[src/rtl/alu_arbiter_if.sv]
// ----------------------------------------------------------------------------
// alu_arbiter_if
// Bundles every non-clock signal of the shared-ALU arbiter:
//   - two requesters (req_valid/req_ready handshake plus operands and aluOp)
//   - the shared ALU connection (operands out, result and zero flag back in)
//   - the response channel (rsp_valid/rsp_ready handshake, result, zero, err)
//   - busy status
// Modports:
//   slave  : the arbiter's view
//   master : the surrounding environment's view (requesters, ALU, consumer)
// ----------------------------------------------------------------------------
interface alu_arbiter_if #(
    parameter int WIDTH = 32,
    parameter int OPW   = 3
);
    logic [1:0]       req_valid;
    logic [1:0]       req_ready;
    logic [WIDTH-1:0] req0_data1;
    logic [WIDTH-1:0] req0_data2;
    logic [OPW-1:0]   req0_aluOp;
    logic [WIDTH-1:0] req1_data1;
    logic [WIDTH-1:0] req1_data2;
    logic [OPW-1:0]   req1_aluOp;
    logic [WIDTH-1:0] alu_data1;
    logic [WIDTH-1:0] alu_data2;
    logic [OPW-1:0]   alu_aluOp;
    logic [WIDTH-1:0] alu_address;
    logic             alu_zero;
    logic [1:0]       rsp_valid;
    logic [1:0]       rsp_ready;
    logic [WIDTH-1:0] rsp_address;
    logic             rsp_zero;
    logic             rsp_err;
    logic             busy;

    modport slave (
        input  req_valid,
        output req_ready,
        input  req0_data1, req0_data2, req0_aluOp,
        input  req1_data1, req1_data2, req1_aluOp,
        output alu_data1, alu_data2, alu_aluOp,
        input  alu_address, alu_zero,
        output rsp_valid,
        input  rsp_ready,
        output rsp_address, rsp_zero, rsp_err,
        output busy
    );

    modport master (
        output req_valid,
        input  req_ready,
        output req0_data1, req0_data2, req0_aluOp,
        output req1_data1, req1_data2, req1_aluOp,
        input  alu_data1, alu_data2, alu_aluOp,
        output alu_address, alu_zero,
        input  rsp_valid,
        output rsp_ready,
        input  rsp_address, rsp_zero, rsp_err,
        input  busy
    );
endinterface

[src/rtl/alu_arbiter.sv]
// ----------------------------------------------------------------------------
// alu_arbiter
// Shares one external ALU between requester 0 (main datapath) and requester 1
// (branch/address unit). Requests are granted round-robin on a valid/ready
// handshake; the winner's operands are latched and driven to the ALU for one
// cycle, and the ALU result is registered and held on the response channel
// until the owning requester accepts it. Unsupported aluOp codes bypass the
// ALU result and respond with err=1, address=0, zero=1.
// Ports:
//   clk    : rising-edge clock
//   rst_n  : asynchronous active-low reset
//   bus    : alu_arbiter_if.slave (request, ALU and response channels, busy)
// Operation takes a minimum of three cycles: IDLE (accept), ISSUE, RESP.
// ----------------------------------------------------------------------------
module alu_arbiter #(
    parameter int WIDTH = 32,
    parameter int OPW   = 3
) (
    input  logic         clk,
    input  logic         rst_n,
    alu_arbiter_if.slave bus
);

    typedef enum logic [1:0] {
        IDLE  = 2'b00,
        ISSUE = 2'b01,
        RESP  = 2'b10
    } state_t;

    state_t           state_r;
    state_t           state_nxt_s;

    logic             owner_r;
    logic             last_grant_r;
    logic             op_ok_r;
    logic [WIDTH-1:0] data1_r;
    logic [WIDTH-1:0] data2_r;
    logic [OPW-1:0]   aluop_r;
    logic [WIDTH-1:0] rsp_address_r;
    logic             rsp_zero_r;
    logic             rsp_err_r;

    logic             grant_s;
    logic [1:0]       req_ready_s;
    logic             accept_s;
    logic [1:0]       rsp_valid_s;
    logic             rsp_done_s;
    logic [WIDTH-1:0] sel_data1_s;
    logic [WIDTH-1:0] sel_data2_s;
    logic [OPW-1:0]   sel_aluop_s;

    // Opcodes the shared ALU implements: and, or, add, sub, slt, lui.
    function automatic logic op_supported(input logic [OPW-1:0] op);
        logic ok;
        case (op)
            OPW'(3'b000),
            OPW'(3'b001),
            OPW'(3'b010),
            OPW'(3'b110),
            OPW'(3'b111),
            OPW'(3'b011): ok = 1'b1;
            default:      ok = 1'b0;
        endcase
        return ok;
    endfunction

    // Round-robin pick: a lone requester wins; a tie goes to the one not granted last.
    always_comb begin
        grant_s = 1'b0;
        case (bus.req_valid)
            2'b01:   grant_s = 1'b0;
            2'b10:   grant_s = 1'b1;
            2'b11:   grant_s = ~last_grant_r;
            default: grant_s = 1'b0;
        endcase
    end

    // Ready only in IDLE, only to the granted requester, and never while reset is asserted.
    always_comb begin
        req_ready_s = 2'b00;
        if ((state_r == IDLE) && rst_n) begin
            if (grant_s) begin
                req_ready_s = {bus.req_valid[1], 1'b0};
            end else begin
                req_ready_s = {1'b0, bus.req_valid[0]};
            end
        end else begin
            req_ready_s = 2'b00;
        end
    end

    // req_ready already implies the matching req_valid, so any ready bit is an accept.
    assign accept_s = |req_ready_s;

    // Response valid points at the owner; the non-owner's rsp_ready is masked out.
    always_comb begin
        rsp_valid_s = 2'b00;
        if (state_r == RESP) begin
            if (owner_r) begin
                rsp_valid_s = 2'b10;
            end else begin
                rsp_valid_s = 2'b01;
            end
        end else begin
            rsp_valid_s = 2'b00;
        end
    end

    assign rsp_done_s = |(rsp_valid_s & bus.rsp_ready);

    // Operand mux in front of the capture registers.
    always_comb begin
        sel_data1_s = bus.req0_data1;
        sel_data2_s = bus.req0_data2;
        sel_aluop_s = bus.req0_aluOp;
        if (grant_s) begin
            sel_data1_s = bus.req1_data1;
            sel_data2_s = bus.req1_data2;
            sel_aluop_s = bus.req1_aluOp;
        end else begin
            sel_data1_s = bus.req0_data1;
            sel_data2_s = bus.req0_data2;
            sel_aluop_s = bus.req0_aluOp;
        end
    end

    // Next-state logic: IDLE -> ISSUE on accept, ISSUE -> RESP always, RESP -> IDLE on owner handshake.
    always_comb begin
        state_nxt_s = state_r;
        case (state_r)
            IDLE: begin
                if (accept_s) begin
                    state_nxt_s = ISSUE;
                end else begin
                    state_nxt_s = IDLE;
                end
            end
            ISSUE: state_nxt_s = RESP;
            RESP: begin
                if (rsp_done_s) begin
                    state_nxt_s = IDLE;
                end else begin
                    state_nxt_s = RESP;
                end
            end
            default: state_nxt_s = IDLE;
        endcase
    end

    // State register.
    always_ff @(posedge clk or negedge rst_n) begin
        if (!rst_n) begin
            state_r <= IDLE;
        end else begin
            state_r <= state_nxt_s;
        end
    end

    // Capture the granted request; these registers also drive the ALU, so the ALU
    // inputs stay put outside ISSUE and requesters may drop operands after accept.
    always_ff @(posedge clk or negedge rst_n) begin
        if (!rst_n) begin
            owner_r      <= 1'b0;
            last_grant_r <= 1'b1;
            op_ok_r      <= 1'b0;
            data1_r      <= {WIDTH{1'b0}};
            data2_r      <= {WIDTH{1'b0}};
            aluop_r      <= OPW'(3'b010);
        end else if (accept_s) begin
            owner_r      <= grant_s;
            last_grant_r <= grant_s;
            op_ok_r      <= op_supported(sel_aluop_s);
            data1_r      <= sel_data1_s;
            data2_r      <= sel_data2_s;
            aluop_r      <= sel_aluop_s;
        end
    end

    // Register the ALU result at the end of ISSUE; an unsupported opcode ignores the ALU.
    always_ff @(posedge clk or negedge rst_n) begin
        if (!rst_n) begin
            rsp_address_r <= {WIDTH{1'b0}};
            rsp_zero_r    <= 1'b0;
            rsp_err_r     <= 1'b0;
        end else if (state_r == ISSUE) begin
            if (op_ok_r) begin
                rsp_address_r <= bus.alu_address;
                rsp_zero_r    <= bus.alu_zero;
                rsp_err_r     <= 1'b0;
            end else begin
                rsp_address_r <= {WIDTH{1'b0}};
                rsp_zero_r    <= 1'b1;
                rsp_err_r     <= 1'b1;
            end
        end
    end

    assign bus.req_ready   = req_ready_s;
    assign bus.rsp_valid   = rsp_valid_s;
    assign bus.alu_data1   = data1_r;
    assign bus.alu_data2   = data2_r;
    assign bus.alu_aluOp   = aluop_r;
    assign bus.rsp_address = rsp_address_r;
    assign bus.rsp_zero    = rsp_zero_r;
    assign bus.rsp_err     = rsp_err_r;
    assign bus.busy        = (state_r != IDLE);

endmodule
[src/flat_wrapper.sv]
// flat-port wrapper written by rule: the top's interface ports become plain ports
module alu_arbiter_flat 
#(
    parameter int WIDTH = 32,
    parameter int OPW   = 3
)
  (clk, rst_n, bus_req_valid, bus_req_ready, bus_req0_data1, bus_req0_data2, bus_req0_aluOp, bus_req1_data1, bus_req1_data2, bus_req1_aluOp, bus_alu_data1, bus_alu_data2, bus_alu_aluOp, bus_alu_address, bus_alu_zero, bus_rsp_valid, bus_rsp_ready, bus_rsp_address, bus_rsp_zero, bus_rsp_err, bus_busy);
  alu_arbiter_if #(.WIDTH(WIDTH), .OPW(OPW)) bus_i ();
  input  logic clk;
  input  logic rst_n;
  input wire logic [$bits(bus_i.req_valid)-1:0] bus_req_valid;
  output wire logic [$bits(bus_i.req_ready)-1:0] bus_req_ready;
  input wire logic [$bits(bus_i.req0_data1)-1:0] bus_req0_data1;
  input wire logic [$bits(bus_i.req0_data2)-1:0] bus_req0_data2;
  input wire logic [$bits(bus_i.req0_aluOp)-1:0] bus_req0_aluOp;
  input wire logic [$bits(bus_i.req1_data1)-1:0] bus_req1_data1;
  input wire logic [$bits(bus_i.req1_data2)-1:0] bus_req1_data2;
  input wire logic [$bits(bus_i.req1_aluOp)-1:0] bus_req1_aluOp;
  output wire logic [$bits(bus_i.alu_data1)-1:0] bus_alu_data1;
  output wire logic [$bits(bus_i.alu_data2)-1:0] bus_alu_data2;
  output wire logic [$bits(bus_i.alu_aluOp)-1:0] bus_alu_aluOp;
  input wire logic [$bits(bus_i.alu_address)-1:0] bus_alu_address;
  input wire logic [$bits(bus_i.alu_zero)-1:0] bus_alu_zero;
  output wire logic [$bits(bus_i.rsp_valid)-1:0] bus_rsp_valid;
  input wire logic [$bits(bus_i.rsp_ready)-1:0] bus_rsp_ready;
  output wire logic [$bits(bus_i.rsp_address)-1:0] bus_rsp_address;
  output wire logic [$bits(bus_i.rsp_zero)-1:0] bus_rsp_zero;
  output wire logic [$bits(bus_i.rsp_err)-1:0] bus_rsp_err;
  output wire logic [$bits(bus_i.busy)-1:0] bus_busy;
  assign bus_i.req_valid = bus_req_valid;
  assign bus_req_ready = bus_i.req_ready;
  assign bus_i.req0_data1 = bus_req0_data1;
  assign bus_i.req0_data2 = bus_req0_data2;
  assign bus_i.req0_aluOp = bus_req0_aluOp;
  assign bus_i.req1_data1 = bus_req1_data1;
  assign bus_i.req1_data2 = bus_req1_data2;
  assign bus_i.req1_aluOp = bus_req1_aluOp;
  assign bus_alu_data1 = bus_i.alu_data1;
  assign bus_alu_data2 = bus_i.alu_data2;
  assign bus_alu_aluOp = bus_i.alu_aluOp;
  assign bus_i.alu_address = bus_alu_address;
  assign bus_i.alu_zero = bus_alu_zero;
  assign bus_rsp_valid = bus_i.rsp_valid;
  assign bus_i.rsp_ready = bus_rsp_ready;
  assign bus_rsp_address = bus_i.rsp_address;
  assign bus_rsp_zero = bus_i.rsp_zero;
  assign bus_rsp_err = bus_i.rsp_err;
  assign bus_busy = bus_i.busy;
  alu_arbiter #(.WIDTH(WIDTH), .OPW(OPW)) u_core (.clk(clk), .rst_n(rst_n), .bus(bus_i));
endmodule
[config.mk]
export PLATFORM = sky130hd
export DESIGN_NAME = alu_arbiter_flat
export DESIGN_NICKNAME = d
export VERILOG_FILES = /design/src/rtl/alu_arbiter_if.sv /design/src/rtl/alu_arbiter.sv /design/src/flat_wrapper.sv
export SDC_FILE = /design/constraint.sdc
export NUM_CORES = 1
export LEC_CHECK = 0
export ABC_AREA = 1
export CELL_PAD_IN_SITES_DETAIL_PLACEMENT = 1
export CELL_PAD_IN_SITES_GLOBAL_PLACEMENT = 1
export CORE_MARGIN = 2
export CORE_UTILIZATION = 29
export DETAILED_ROUTE_END_ITERATION = 6
export PLACE_DENSITY_LB_ADDON = 0.05
export SLEW_MARGIN = 20
export SYNTH_ARGS = -nofsm -noshare
export SYNTH_HDL_FRONTEND = slang
export SYNTH_SLANG_ARGS = --single-unit
[constraint.sdc]
create_clock -name clk -period 3.1 [get_ports clk]
set_input_delay 0.62 -clock clk [delete_from_list [all_inputs] [get_ports clk]]
set_output_delay 0.62 -clock clk [all_outputs]
set_load 0.01 [all_outputs]
==> results.md <==
* Peak supply drop at 0.342 mV
* Final min period at approximately 2.8 ns
* Total congestion overflow at 0
* Htree depth at 3
* Crit end category: primary output
* Resized cells post-CTS at 0
* Metal3 WL at between 1000 and 1500 um
* IO Port Bufs at between 200 and 300
* Max Clk Rate at around 360 MHz
* LEAKAGE at 3.97 nW
* M1 WL at 7250 um
* Placed cell area at just under 0.008 mm^2
* Met2 wire len at 9210 um
* Aggregate global-route resource usage at 0.200
* CTS tree: built
* Flip-flop and latch count after synthesis at about 110
* Final instance area at 0.00814 mm^2
* Worst setup SP type: input pin
* # DRC at 0
* Critical path buffers and inverters at 3
* Max Used Layer: met4
* Nets at 1048
* Final hold viol count at 0
* Arr. time, crit path at 2.15 ns
* Routed vias/inst at 4.62
* Slowest stage cell on the critical path: clkdlybuf4s50_1
* Yosys cell types at 22
* Crit share post-route at 0.893
* Finish-stage setup viols at 0
* Ratio of cells with drive above 1 in the final layout at 0.0409
* Worst path cell trace: clkdlybuf4s50_1, nand2_1, nand2_2, inv_2, nor2_1, clkdlybuf4s50_1
* CP most frequent cell: clkdlybuf4s50_1
* R2R Setup Slk at 1.06 ns
* Top cells by area, synth: dfrtp_1 53%, nand2_1 25%, nand3_1 7.4%, a22o_1 5.7%, buf_2 1.9%
* Cell taking the most area after synthesis: dfrtp_1
* Critical Path RT at approximately 2.5 ns
* CP delay by family, top: buffers and inverters
* Slew @ Worst Pin at roughly 1.1 ns
* DIE HEIGHT at roughly 130 um
* Synthesized Nets at 790
* Number of max-cap violations at 0
* Synth Area per Inst at 8.01 um^2
* Core area at around 0.017 mm^2
* Dpl hpwl at 13400 um
* Latest clock arrival within the worst-skew pair at 0.35 ns
* Largest net degree at the start of global routing at 70
* Hold_buf cts at 0
* Total CTS buffers at 9
* Reg2reg path depth at 7
* Root Driver: clkbuf_16
* Status: complete, no violations
* Sink Count at 106
* Synth warn at 0
* Initial antenna violation count at 0
* Vias at a little over 5000
* Clock buffer depth at 2
* Worst Skew at 0.00460 ns
* Yosys top cell area share at 0.527
* Setup TNS at 0 ns
* Critical path class: in -> out
* DR WL/cell at 16.4 um
* First-pass GRT wire length at 28400 um
* WL final at 18000 um
* Starting density of the core at 0.297
* DR iter-0 viols at 172
* Number of post-CTS setup repair buffers at 0
* Syn Inst Count at 617
* Vias in the first global route at 5392
* Most frequent cells in the layout: 335 x nand2_1, 277 x clkdlybuf4s50_1, 104 x dfrtp_1, 72 x nand3_1, 32 x a22o_1
* Fin. max-slew vios at 0
* Reg-to-reg critical path endpoint: u_core.bus.alu_data1[10]
* Seq/Total Area, Yosys at 0.537
* ANT nets after route at 0
* Hold crit path type: in -> async
* Power, Total at approximately 6.5 mW
* RePlAce Congestion at 0.745
* Pwr/cell area at roughly 800 mW/mm^2
* # rows at 47
* Post-Syn Area at 0.00494 mm^2
* Pre-antenna DRT Iters at 6
* Largest stage delay on the critical path at 0.58 ns
* Reg2reg start: u_core.last_grant_r
* Register clock-pin slew on the reported worst setup and hold paths at 0.08 ns
* I/O pin count at approximately 280
* Area Overhead vs Synth at 64.7%
* Max transition margin at 0.268
* Most common cell after layout, fill and taps aside: nand2_1
* Die area at 0.0181 mm^2
* CP Max Fanout at 4
* ANT cells at 0
* Die X at 135 um
* RSZ-0062 raised after global routing: false
-- synth_stat cells --
cell,count
a21oi_1,1
a21oi_4,1
a22o_1,32
buf_1,3
buf_2,19
buf_4,12
clkbuf_1,7
dfrtp_1,104
dfstp_2,2
inv_1,14
inv_2,1
nand2_1,335
nand2_2,1
nand3_1,73
nand3_2,1
nand3b_1,1
nor2_1,5
nor2_2,1
nor2_4,1
o21ai_0,1
o221ai_1,1
o22a_1,1
-- routing by layer --
metal / vias to the layer above / global-route usage
met1: 2418 / 0.234
met4: 0 / 0.0544
li1: 2474 / -
met5: - / 0
met2: 175 / 0.360
met3: 16 / 0.0552
-- flip-flops by register name (all words and copies together), names as in the netlist, 2 cells and up --
register,count
u_core.bus.alu_data1,32
u_core.bus.alu_data2,32
u_core.bus.rsp_address,32
u_core.bus.alu_aluOp,3
u_core.state_r,2
-- per-stage QoR --
step           utilization  std cells  setup slack (ns)  hold slack (ns)
5_1_grt              0.489       1100             0.204            0.148
3_3_place_gp         0.472       1084             0.370            0.461
3_5_place_dp         0.472       1084             0.326            0.461
6_report             0.489       1100             0.333            0.140
4_1_cts              0.489       1100             0.307            0.133
2_1_floorplan            -        617              1.14            0.324
-- worst max path at each step --
| stage | slack (ns) | end | cells after the start | from |
|---|---|---|---|---|
| after floorplan | 1.14 | bus_req_ready[1] | 6 | bus_req_valid[0] |
| after global placement | 0.37 | bus_req_ready[0] | 6 | bus_req_valid[0] |
| after detailed placement | 0.33 | bus_req_ready[0] | 6 | bus_req_valid[0] |
| after CTS | 0.31 | bus_req_ready[0] | 6 | bus_req_valid[0] |
| after global routing | 0.20 | bus_req_ready[0] | 6 | bus_req_valid[0] |
| final | 0.33 | bus_req_ready[0] | 6 | bus_req_valid[0] |
-- report_power, final --
| group | internal, mW | total [mW] | switching [mW] |
|---|---|---|---|
| clock | 0.560 | 1.12 | 0.557 |
| sequential | 1.99 | 2.33 | 0.338 |
| combinational | 1.65 | 3.08 | 1.43 |
| total | 4.20 | 6.52 | 2.33 |
-- logic make-up (layout without fill, tap and decap cells) --
| logic type | count (synthesis) | after routing | share of synthesized area |
|---|---|---|---|
| buffers and inverters | 56 | 319 | 0.0565 |
| DFF | 106 | 106 | 0.537 |
| and+or+nand+nor | 418 | 418 | 0.341 |
| AOI/OAI and AO/OA | 37 | 37 | 0.0656 |
-- cell type report --
cell class / instances / area, um^2
multi-input cells: 455 / 2010
fillers: 1958 / 8500
clock buffers: 9 / 225
inverters: 15 / 56.3
clock inverters: 7 / 60.1
well taps: 220 / 275
flip-flops and latches: 106 / 2660
repair buffers: 288 / 2860
Note: power is estimated with default switching activity, not from simulation.
